--- src/rtl/uart_word_feeder.sv ---
// Word FIFO in front of the UART transmitter. It sends one byte per frame and paces itself on tx_active/tx_done.
// Build option UART_FEED_HEX_EN: each word goes out as 8 uppercase hex digits plus CR LF instead of 4 raw bytes.
//
// state   | meaning
// S_IDLE  | no word in flight; pops the next word when the FIFO is not empty
// S_READY | word loaded; waits for the transmitter to be idle with its cleanup finished
// S_ACK   | strobe issued; waits for the transmitter to accept the frame
// S_DONE  | frame in progress; waits for tx_done
module uart_word_feeder #(
   parameter int DEPTH_LOG2 = 4
) (
   input  logic                  clk,
   input  logic                  rst_n,
   input  logic                  wr_en,
   input  logic [31:0]           wr_data,
   output logic                  full,
   output logic                  empty,
   output logic [DEPTH_LOG2:0]   level,
   output logic                  overflow,
   input  logic                  clr_ovf,
   output logic                  data_valid,
   output logic [7:0]            tx_byte,
   input  logic                  tx_active,
   input  logic                  tx_done,
   output logic                  busy
);
   localparam int DEPTH = 2**DEPTH_LOG2;
   localparam logic [DEPTH_LOG2:0] LEVEL_FULL = (DEPTH_LOG2+1)'(DEPTH);
`ifdef UART_FEED_HEX_EN
   localparam logic [3:0] LAST_IDX = 4'd9;
`else
   localparam logic [3:0] LAST_IDX = 4'd3;
`endif

   typedef enum logic [1:0] {S_IDLE, S_READY, S_ACK, S_DONE} state_t;

   state_t                 state, state_nxt;
   logic [31:0]            mem [DEPTH];
   logic [DEPTH_LOG2-1:0]  wr_ptr, rd_ptr;
   logic [31:0]            sh;
   logic [3:0]             byte_cnt;
   logic [7:0]             cur_byte;
   logic                   push, pop, fire, advance, last_byte;

   assign full      = (level == LEVEL_FULL);
   assign empty     = (level == '0);
   assign push      = wr_en && !full;
   assign last_byte = (byte_cnt == LAST_IDX);
   assign busy      = (state != S_IDLE);

   always_ff @(posedge clk or negedge rst_n) begin
      if (!rst_n) state <= S_IDLE;
      else        state <= state_nxt;
   end

   always_comb begin
      state_nxt = state;
      case (state)
         S_IDLE:  if (!empty) state_nxt = S_READY;
         S_READY: if (!tx_active && !tx_done) state_nxt = S_ACK;
         S_ACK:   if (tx_active) state_nxt = S_DONE;
         S_DONE:  if (tx_done) state_nxt = last_byte ? S_IDLE : S_READY;
         default: state_nxt = S_IDLE;
      endcase
   end

   always_comb begin
      pop     = (state == S_IDLE) && !empty;
      fire    = (state == S_READY) && !tx_active && !tx_done;
      advance = (state == S_DONE) && tx_done;
   end

`ifdef UART_FEED_HEX_EN
   logic [3:0] nib;
   always_comb begin
      nib = sh[{3'd7 - byte_cnt[2:0], 2'b00} +: 4];
      if (byte_cnt == 4'd8)      cur_byte = 8'h0D;
      else if (byte_cnt == 4'd9) cur_byte = 8'h0A;
      else if (nib < 4'd10)      cur_byte = 8'h30 + {4'h0, nib};
      else                       cur_byte = 8'h37 + {4'h0, nib};
   end
`else
   always_comb begin
      cur_byte = sh[{byte_cnt[1:0], 3'b000} +: 8];
   end
`endif

   always_ff @(posedge clk) begin
      if (push) mem[wr_ptr] <= wr_data;
   end

   // A write into a full FIFO is always dropped and flagged, even if a pop frees a slot in the same cycle.
   always_ff @(posedge clk or negedge rst_n) begin
      if (!rst_n) begin
         wr_ptr   <= '0;
         rd_ptr   <= '0;
         level    <= '0;
         overflow <= 1'b0;
      end else begin
         if (push) wr_ptr <= wr_ptr + DEPTH_LOG2'(1);
         if (pop)  rd_ptr <= rd_ptr + DEPTH_LOG2'(1);
         if (push && !pop)      level <= level + (DEPTH_LOG2+1)'(1);
         else if (pop && !push) level <= level - (DEPTH_LOG2+1)'(1);
         if (wr_en && full) overflow <= 1'b1;
         else if (clr_ovf)  overflow <= 1'b0;
      end
   end

   always_ff @(posedge clk or negedge rst_n) begin
      if (!rst_n) begin
         sh         <= '0;
         byte_cnt   <= '0;
         data_valid <= 1'b0;
         tx_byte    <= 8'h00;
      end else begin
         data_valid <= fire;
         if (pop) begin
            sh       <= mem[rd_ptr];
            byte_cnt <= '0;
         end else if (advance) begin
            byte_cnt <= byte_cnt + 4'd1;
         end
         if (fire) tx_byte <= cur_byte;
      end
   end
endmodule
--- config.mk ---
export PLATFORM = sky130hd
export DESIGN_NAME = uart_word_feeder
export DESIGN_NICKNAME = d
export VERILOG_FILES = /design/src/rtl/uart_word_feeder.sv
export SDC_FILE = /design/constraint.sdc
export NUM_CORES = 1
export LEC_CHECK = 0
export CAP_MARGIN = 20
export CORE_ASPECT_RATIO = 1.1
export CORE_MARGIN = 2
export CORE_UTILIZATION = 64
export CTS_BUF_LIST = sky130_fd_sc_hd__clkbuf_8
export DETAILED_ROUTE_END_ITERATION = 12
export GPL_ROUTABILITY_DRIVEN = 1
export MAX_ROUTING_LAYER = met4
export PLACE_DENSITY = 0.82
export SETUP_SLACK_MARGIN = 0.1
export SLEW_MARGIN = 20
export SYNTH_ARGS = -nofsm -noshare
export SYNTH_HDL_FRONTEND = slang
export SYNTH_SLANG_ARGS = --single-unit
export TNS_END_PERCENT = 5
--- constraint.sdc ---
create_clock -name clk -period 4.8 [get_ports clk]
set_input_delay 0.96 -clock clk [delete_from_list [all_inputs] [get_ports clk]]
set_output_delay 0.96 -clock clk [all_outputs]
set_load 0.01 [all_outputs]
==> results of run 1 <==
-- state kept, by name, summed over array words and instances (netlist names) --
register and cells:
wr_ptr 4, state 2, mem 512, tx_byte 8, byte_cnt 4, data_valid 1
rd_ptr 4, overflow 1, level 5, sh 32
-- per-stage QoR --
step | utilization (%) | hold slack, ns | std cells
floorplan | - | 0.510 | 1020
global placement | 68.3 | 0.492 | 1483
detailed placement | 68.3 | 0.495 | 1483
CTS | 73.0 | 0.235 | 1640
global route | 73.0 | 0.281 | 1640
finish | 73.0 | 0.264 | 1640
-- kinds of logic (layout without fill, tap and decap cells) --
logic type / count (synthesis) / in the layout
compound gates: 114 / 114
mux: 178 / 178
simple gates: 55 / 55
fa+ha+maj: 16 / 16
xor+xnor: 12 / 12
flops: 573 / 573
buf+inv: 72 / 254
-- cell usage in the layout (no fill, tap or decap), types with 17 or more instances in the layout --
cell type and count:
mux4_2 136, buf_4 24, inv_1 46, clkdlybuf4s50_1 54, mux2_2 40, a21oi_1 37, dfrtp_1 58, edfxtp_1 512
o22ai_1 49, clkbuf_8 91, nand2_1 17
-- power by group through the flow --
stage	combinational, mW	sequential (mW)	clock, mW
after floorplan	3.25	6.46	0
after global placement	4.08	6.78	0
after detailed placement	4.19	6.83	0
after CTS	4.21	6.73	3.73
after global routing	4.48	6.79	3.95
final	4.18	6.73	3.66
-- final cells by class --
type                       instances  area [um^2]  area share (%)
clock buffer                      91         1250            5.03
clock inverter                    66          347            1.39
inverter                          14         52.6           0.211
multi-input combinational        375         4980            20.0
sequential                       573        16900            67.9
tap                              438          548            2.20
timing repair buffer              83          806            3.24
-- routing by layer --
layer,GRT usage [%],vias up
li1,-,4488
met5,-,-
met2,37.1,548
met1,37.5,5400
met3,5.87,67
met4,7.95,0
-- path summary, 6_finish.rpt --
| check | start | endpoint | slack, ns |
|---|---|---|---|
| max | level[0] | full | 1.35 |
| min | rst_n | tx_byte[0] | 0.26 |
| max reg2reg | level[0] | level[4] | 1.77 |
| min reg2reg | tx_byte[2] | tx_byte[2] | 0.51 |
| max in group asynchronous | rst_n | tx_byte[5] | 3.56 |
| min in group clk | tx_byte[2] | tx_byte[2] | 0.51 |
==> impl_metrics.csv, run 1 <==
group,metric,value,unit
cells_and_area,nNetsFinal,1186,
clocking,cts.repair.resized,0,
global_routing,grt_max_degree,73,
worst_setup_path,worst-path-stages,3,
worst_setup_path,reg2reg_depth,11,
clocking,cts_hold_buf,0,
timing,final-hold-violation-count,0,
routing,routed-via-count,10500,
logic_synthesis,ys_top_cells_by_area,"edfxtp_1 (69%), mux4_2 (14%), dfrtp_1 (6.9%), mux2_2 (2.0%), o22ai_1 (1.4%)",
clocking,cts_buffers,85,
floorplan,die_y,199,um
routing,drtAntennaViolNets,0,
worst_setup_path,cp.arrival,2.49,ns
pwr,seqPwrFrac,46.2,%
logic_synthesis,synth_edf_count,512,
placement,io_buffers,55,
timing,slew_violations,0,
logic_synthesis,yosys.area_share.simple,1.12,%
placement,gp_congestion,0.894,
routing,drc_errors,0,
run_status,outcome,"complete, no violations",
timing,worst_slew_pin_slew,1.12,ns
logic_synthesis,post-synth-top-count-cell,"edfxtp_1",
clocking,cts_tree,"yes",
cells_and_area,n_antenna_cell,0,
logic_synthesis,synth.distinct_cells,38,
logic_synthesis,yosysTopAreaCell,"edfxtp_1",
cells_and_area,n_fill_cell,1854,
timing,setup_ws,1.35,ns
logic_synthesis,synthTopCellsByCount,"edfxtp_1 (512), mux4_2 (136), dfrtp_1 (61)",
worst_hold_path,hp-class,"input pin to async pin",
routing,via_per_inst,6.40,
worst_setup_path,cpLargestDelayFamily,"simple AND/OR/NAND/NOR gates",
logic_synthesis,syn_avg_cell_area,21.7,um^2
timing,period_share,71.8,%
timing,rsz0062_at_grt,"false",
logic_synthesis,synthMuxAreaShare,16.0,%
pwr,p_clk_share,25.1,%
timing,setup_viol,0,
floorplan,die_w,181,um
logic_synthesis,synth_top_area_share,69.4,%
logic_synthesis,synth-compound-area-share,3.43,%
routing,wl_met1,17.5,mm
pwr,p_total,14.6,mW
logic_synthesis,seq_area_frac_synth,76.3,%
cells_and_area,area_growth,12.4,%
worst_setup_path,crit_required,3.84,ns
routing,wl_met3,4.41,mm
clocking,clk_path_buf_depth,3,
cells_and_area,drive_gt1_share,29.1,%
clocking,cts_root_buf,"clkbuf_8",
pwr,power_density,585,mW/mm^2
worst_setup_path,start_kind,"flop",
worst_setup_path,cp-end-kind,"output port",
routing,routed_wl,43.1,mm
clocking,clk_pin_slew,0.06,ns
logic_synthesis,synth_cells,1020,
global_routing,grt_pass1_wl,64.8,mm
logic_synthesis,synth_async_sr_flop_share,10.6,%
worst_setup_path,critPathMaxFanout,5,
placement,hpwl,27.2,mm
pwr,vdd_drop_max,0.360,mV
floorplan,pin_count,56,
worst_setup_path,slowest_stage,"nor4_1",
run,max_cap_viol_count,0,
timing,max_slew_margin,25.4,%
timing,setup_tns,0,ns
floorplan,core.rowCount,71,
floorplan,core_area,0.0341,mm^2
worst_setup_path,critical_path_buf_inv_count,1,
clocking,worstSkewPairLatency,0.65,ns
timing,timing.fmax,290,MHz
timing,finalClockSkew,0.0395,ns
logic_synthesis,synth_area,0.0221,mm^2
pwr,p_int,10.1,mW
floorplan,initial_core_util,64.9,%
routing,first_pass_iters,5,
clocking,cts.htree.levels,3,
pwr,p_sw,4.48,mW
routing,top_layer,"met4",
placement,dp_slack,1.52,ns
logic_synthesis,ys_ff_latch,573,
global_routing,gr-usage-all-layers,25.7,%
worst_setup_path,slowest_delay,0.63,ns
logic_synthesis,yosys_warnings,0,
clocking,cts_sinks,573,
clocking,cts_setup_buffers,0,
logic_synthesis,synth_top_family_by_area,"multiplexers",
pwr,pwr-share-comb,28.7,%
worst_setup_path,worstPathCellList,"nor4_1 > and2_1 > clkdlybuf4s50_1",
placement,dpl-instance-area,0.0233,mm^2
logic_synthesis,synth_nets,1074,
logic_synthesis,synth_xor_area_share,0.475,%
routing,drt_iter0_markers,1207,
timing,period_needed,3.45,ns
worst_setup_path,worstSetupPathType,"flop to output port",
global_routing,gr-total-overflow,0,
pwr,leakagePower,8.13,nW
routing,wl_met2,20.2,mm
floorplan,die_area,0.0361,mm^2
cells_and_area,fin_area,0.0249,mm^2
pwr,swShare,30.8,%
global_routing,antenna_found_initial,0,
routing,wl_per_cell,26.3,um
logic_synthesis,synthAdderAreaFrac,0.938,%
global_routing,grt_pass1_vias,10700,
logic_synthesis,ys.flop_type,"edfxtp_1",
Note: power is estimated with default switching activity, not from simulation.
==> run 2, diff against run 1 <==
Clock period 4.8 ns to 3.43 ns, I/O delays scaled along.
==> run 2 against run 1 <==
Effect of this change: hold slack got worse by 0.13 ns; combinational power rose by 44%; final cell count rose by 1.2%; non-clock buffer count rose by 13; sequential power rose by 39%; total power rose by 41%; critical path type unchanged; largest cell class unchanged; largest power group unchanged; highest routed layer unchanged.
==> impl_metrics.csv, run 2 (synthesized netlist as in run 1, its figures left out) <==
group,metric,value,unit
routing,wl_per_cell,27.3,um
clocking,cts_tree,"yes",
timing,final-hold-violation-count,0,
cells_and_area,final_cell_mix,"edfxtp_1 (512), mux4_2 (136), clkbuf_8 (91)",
worst_setup_path,critPathMaxFanout,5,
worst_setup_path,start_kind,"flop",
pwr,vdd_drop_max,0.680,mV
routing,drt_iter0_markers,1090,
cells_and_area,area_growth,13.4,%
global_routing,grt_pass1_wl,68.1,mm
timing,setup_viol,0,
timing,timing.fmax,343,MHz
routing,via_per_inst,6.51,
routing,first_pass_iters,5,
clocking,cts_buffers,88,
clocking,clk_pin_slew,0.06,ns
clocking,cts_setup_buffers,0,
placement,gp_congestion,0.824,
worst_setup_path,cp.arrival,2.23,ns
clocking,cts.repair.resized,0,
worst_hold_path,hp-class,"input pin to async pin",
cells_and_area,largest_register_ffs,512,
cells_and_area,reg_top3,"mem x512, sh x32, tx_byte x8",
timing,max_slew_margin,30.6,%
clocking,cts.htree.levels,3,
run_status,outcome,"complete, no violations",
worst_setup_path,r2r_setup_slack,0.83,ns
timing,period_share,85.1,%
worst_setup_path,reg2reg_depth,9,
floorplan,die_area,0.0361,mm^2
clocking,cts_hold_buf,0,
routing,drtAntennaViolNets,0,
floorplan,die_w,181,um
cells_and_area,drive_gt1_share,29.8,%
routing,routed_wl,45.3,mm
cells_and_area,layout_commonest_cell,"edfxtp_1",
clocking,cts_root_buf,"clkbuf_8",
timing,period_needed,2.92,ns
global_routing,grt_pass1_vias,11200,
timing,rsz0062_at_grt,"false",
routing,drc_errors,0,
run,max_cap_viol_count,0,
timing,finalClockSkew,0.0353,ns
floorplan,core_area,0.0341,mm^2
pwr,leakagePower,8.23,nW
cells_and_area,n_fill_cell,1856,
global_routing,antenna_found_initial,1,
pwr,power_density,817,mW/mm^2
clocking,worstSkewPairLatency,0.65,ns
worst_setup_path,worstSetupPathType,"flop to output port",
floorplan,core.rowCount,71,
placement,hpwl,26.1,mm
timing,slew_violations,0,
clocking,cts_sinks,573,
floorplan,pin_count,56,
worst_setup_path,crit_required,2.74,ns
cells_and_area,nNetsFinal,1202,
routing,routed-via-count,10800,
cells_and_area,utilization,73.6,%
floorplan,die_y,199,um
global_routing,gr-total-overflow,0,
clocking,clk_path_buf_depth,3,
timing,setup_tns,0,ns
worst_setup_path,rr_startpoint,"state[0]",
timing,worst_slew_pin_slew,1.04,ns
floorplan,initial_core_util,64.9,%
worst_setup_path,r2r-end,"sh[20]",
worst_setup_path,cp-end-kind,"output port",
placement,io_buffers,55,
cells_and_area,largest-register,"mem",
global_routing,gr-usage-all-layers,27.1,%
global_routing,grt_max_degree,74,
## run 2: cell types whose count changed in the layout (fill, tap and decap cells not counted)
cell,before,now
buf_12,4,12
buf_4,24,29
clkinv_1,16,23
clkinv_2,9,12
clkinvlp_4,2,3
diode_2,0,1
inv_1,46,43
inv_6,4,2
nand2b_1,2,3
nand2b_2,1,0
nor3_2,4,3
nor3_4,0,1
## run 2: where the power goes
group,leakage (nW),internal [mW],switching [mW]
Clock,0.936,2.63,2.53
Combinational,1.97,2.97,3.05
Sequential,5.32,8.60,0.761
Total,8.23,14.2,6.34
## run 2: how the worst max path moves through the flow
stage / from / to / cells past startpoint
final: level[1] / full / 4
after global placement: wr_en / level[4] / 9
after floorplan: level[0] / mem[0][0] / 6
after CTS: level[1] / empty / 4
after detailed placement: wr_en / mem[2][19] / 6
after global routing: level[1] / full / 4
## run 2: layout make-up
cell class | count | area, um^2 | share of cell area [%]
well taps | 438 | 548 | 2.18
clock buffers | 91 | 1250 | 4.99
inverters | 14 | 52.6 | 0.209
clock inverters | 72 | 367 | 1.46
flip-flops and latches | 573 | 16900 | 67.3
repair buffers | 96 | 1000 | 4.00
diodes | 1 | 2.50 | 0.00996
multi-input cells | 375 | 4980 | 19.8
## run 2: routing by layer
layer | part of all wire [%] | up-vias | track usage (%)
met3 | 8.7 | 89 | 5.18
li1 | - | 4522 | -
met1 | 38 | 5624 | 35.6
met5 | 0 | - | -
met2 | 51 | 569 | 43.3
met4 | 3.0 | 0 | 10.1
## run 2: stage by stage
stage | power, mW | setup WS, ns | cells | instance area, um^2 | hold slack [ns]
finish | 20.5 | 0.512 | 1660 | 25100 | 0.137
detailed placement | 15.5 | 0.592 | 1496 | 23500 | 0.497
CTS | 20.7 | 0.474 | 1659 | 25100 | 0.134
global route | 21.4 | 0.355 | 1660 | 25100 | 0.178
floorplan | 13.6 | -0.373 | 1020 | 22200 | 0.390
global placement | 15.3 | 0.624 | 1496 | 23500 | 0.493
## run 2: critical path, stage by stage (launching register included)
cell             delay, ns
dfrtp_1               0.43
nor4_1                0.28
buf_4                 0.17
and2_1                0.16
clkdlybuf4s50_1       0.54
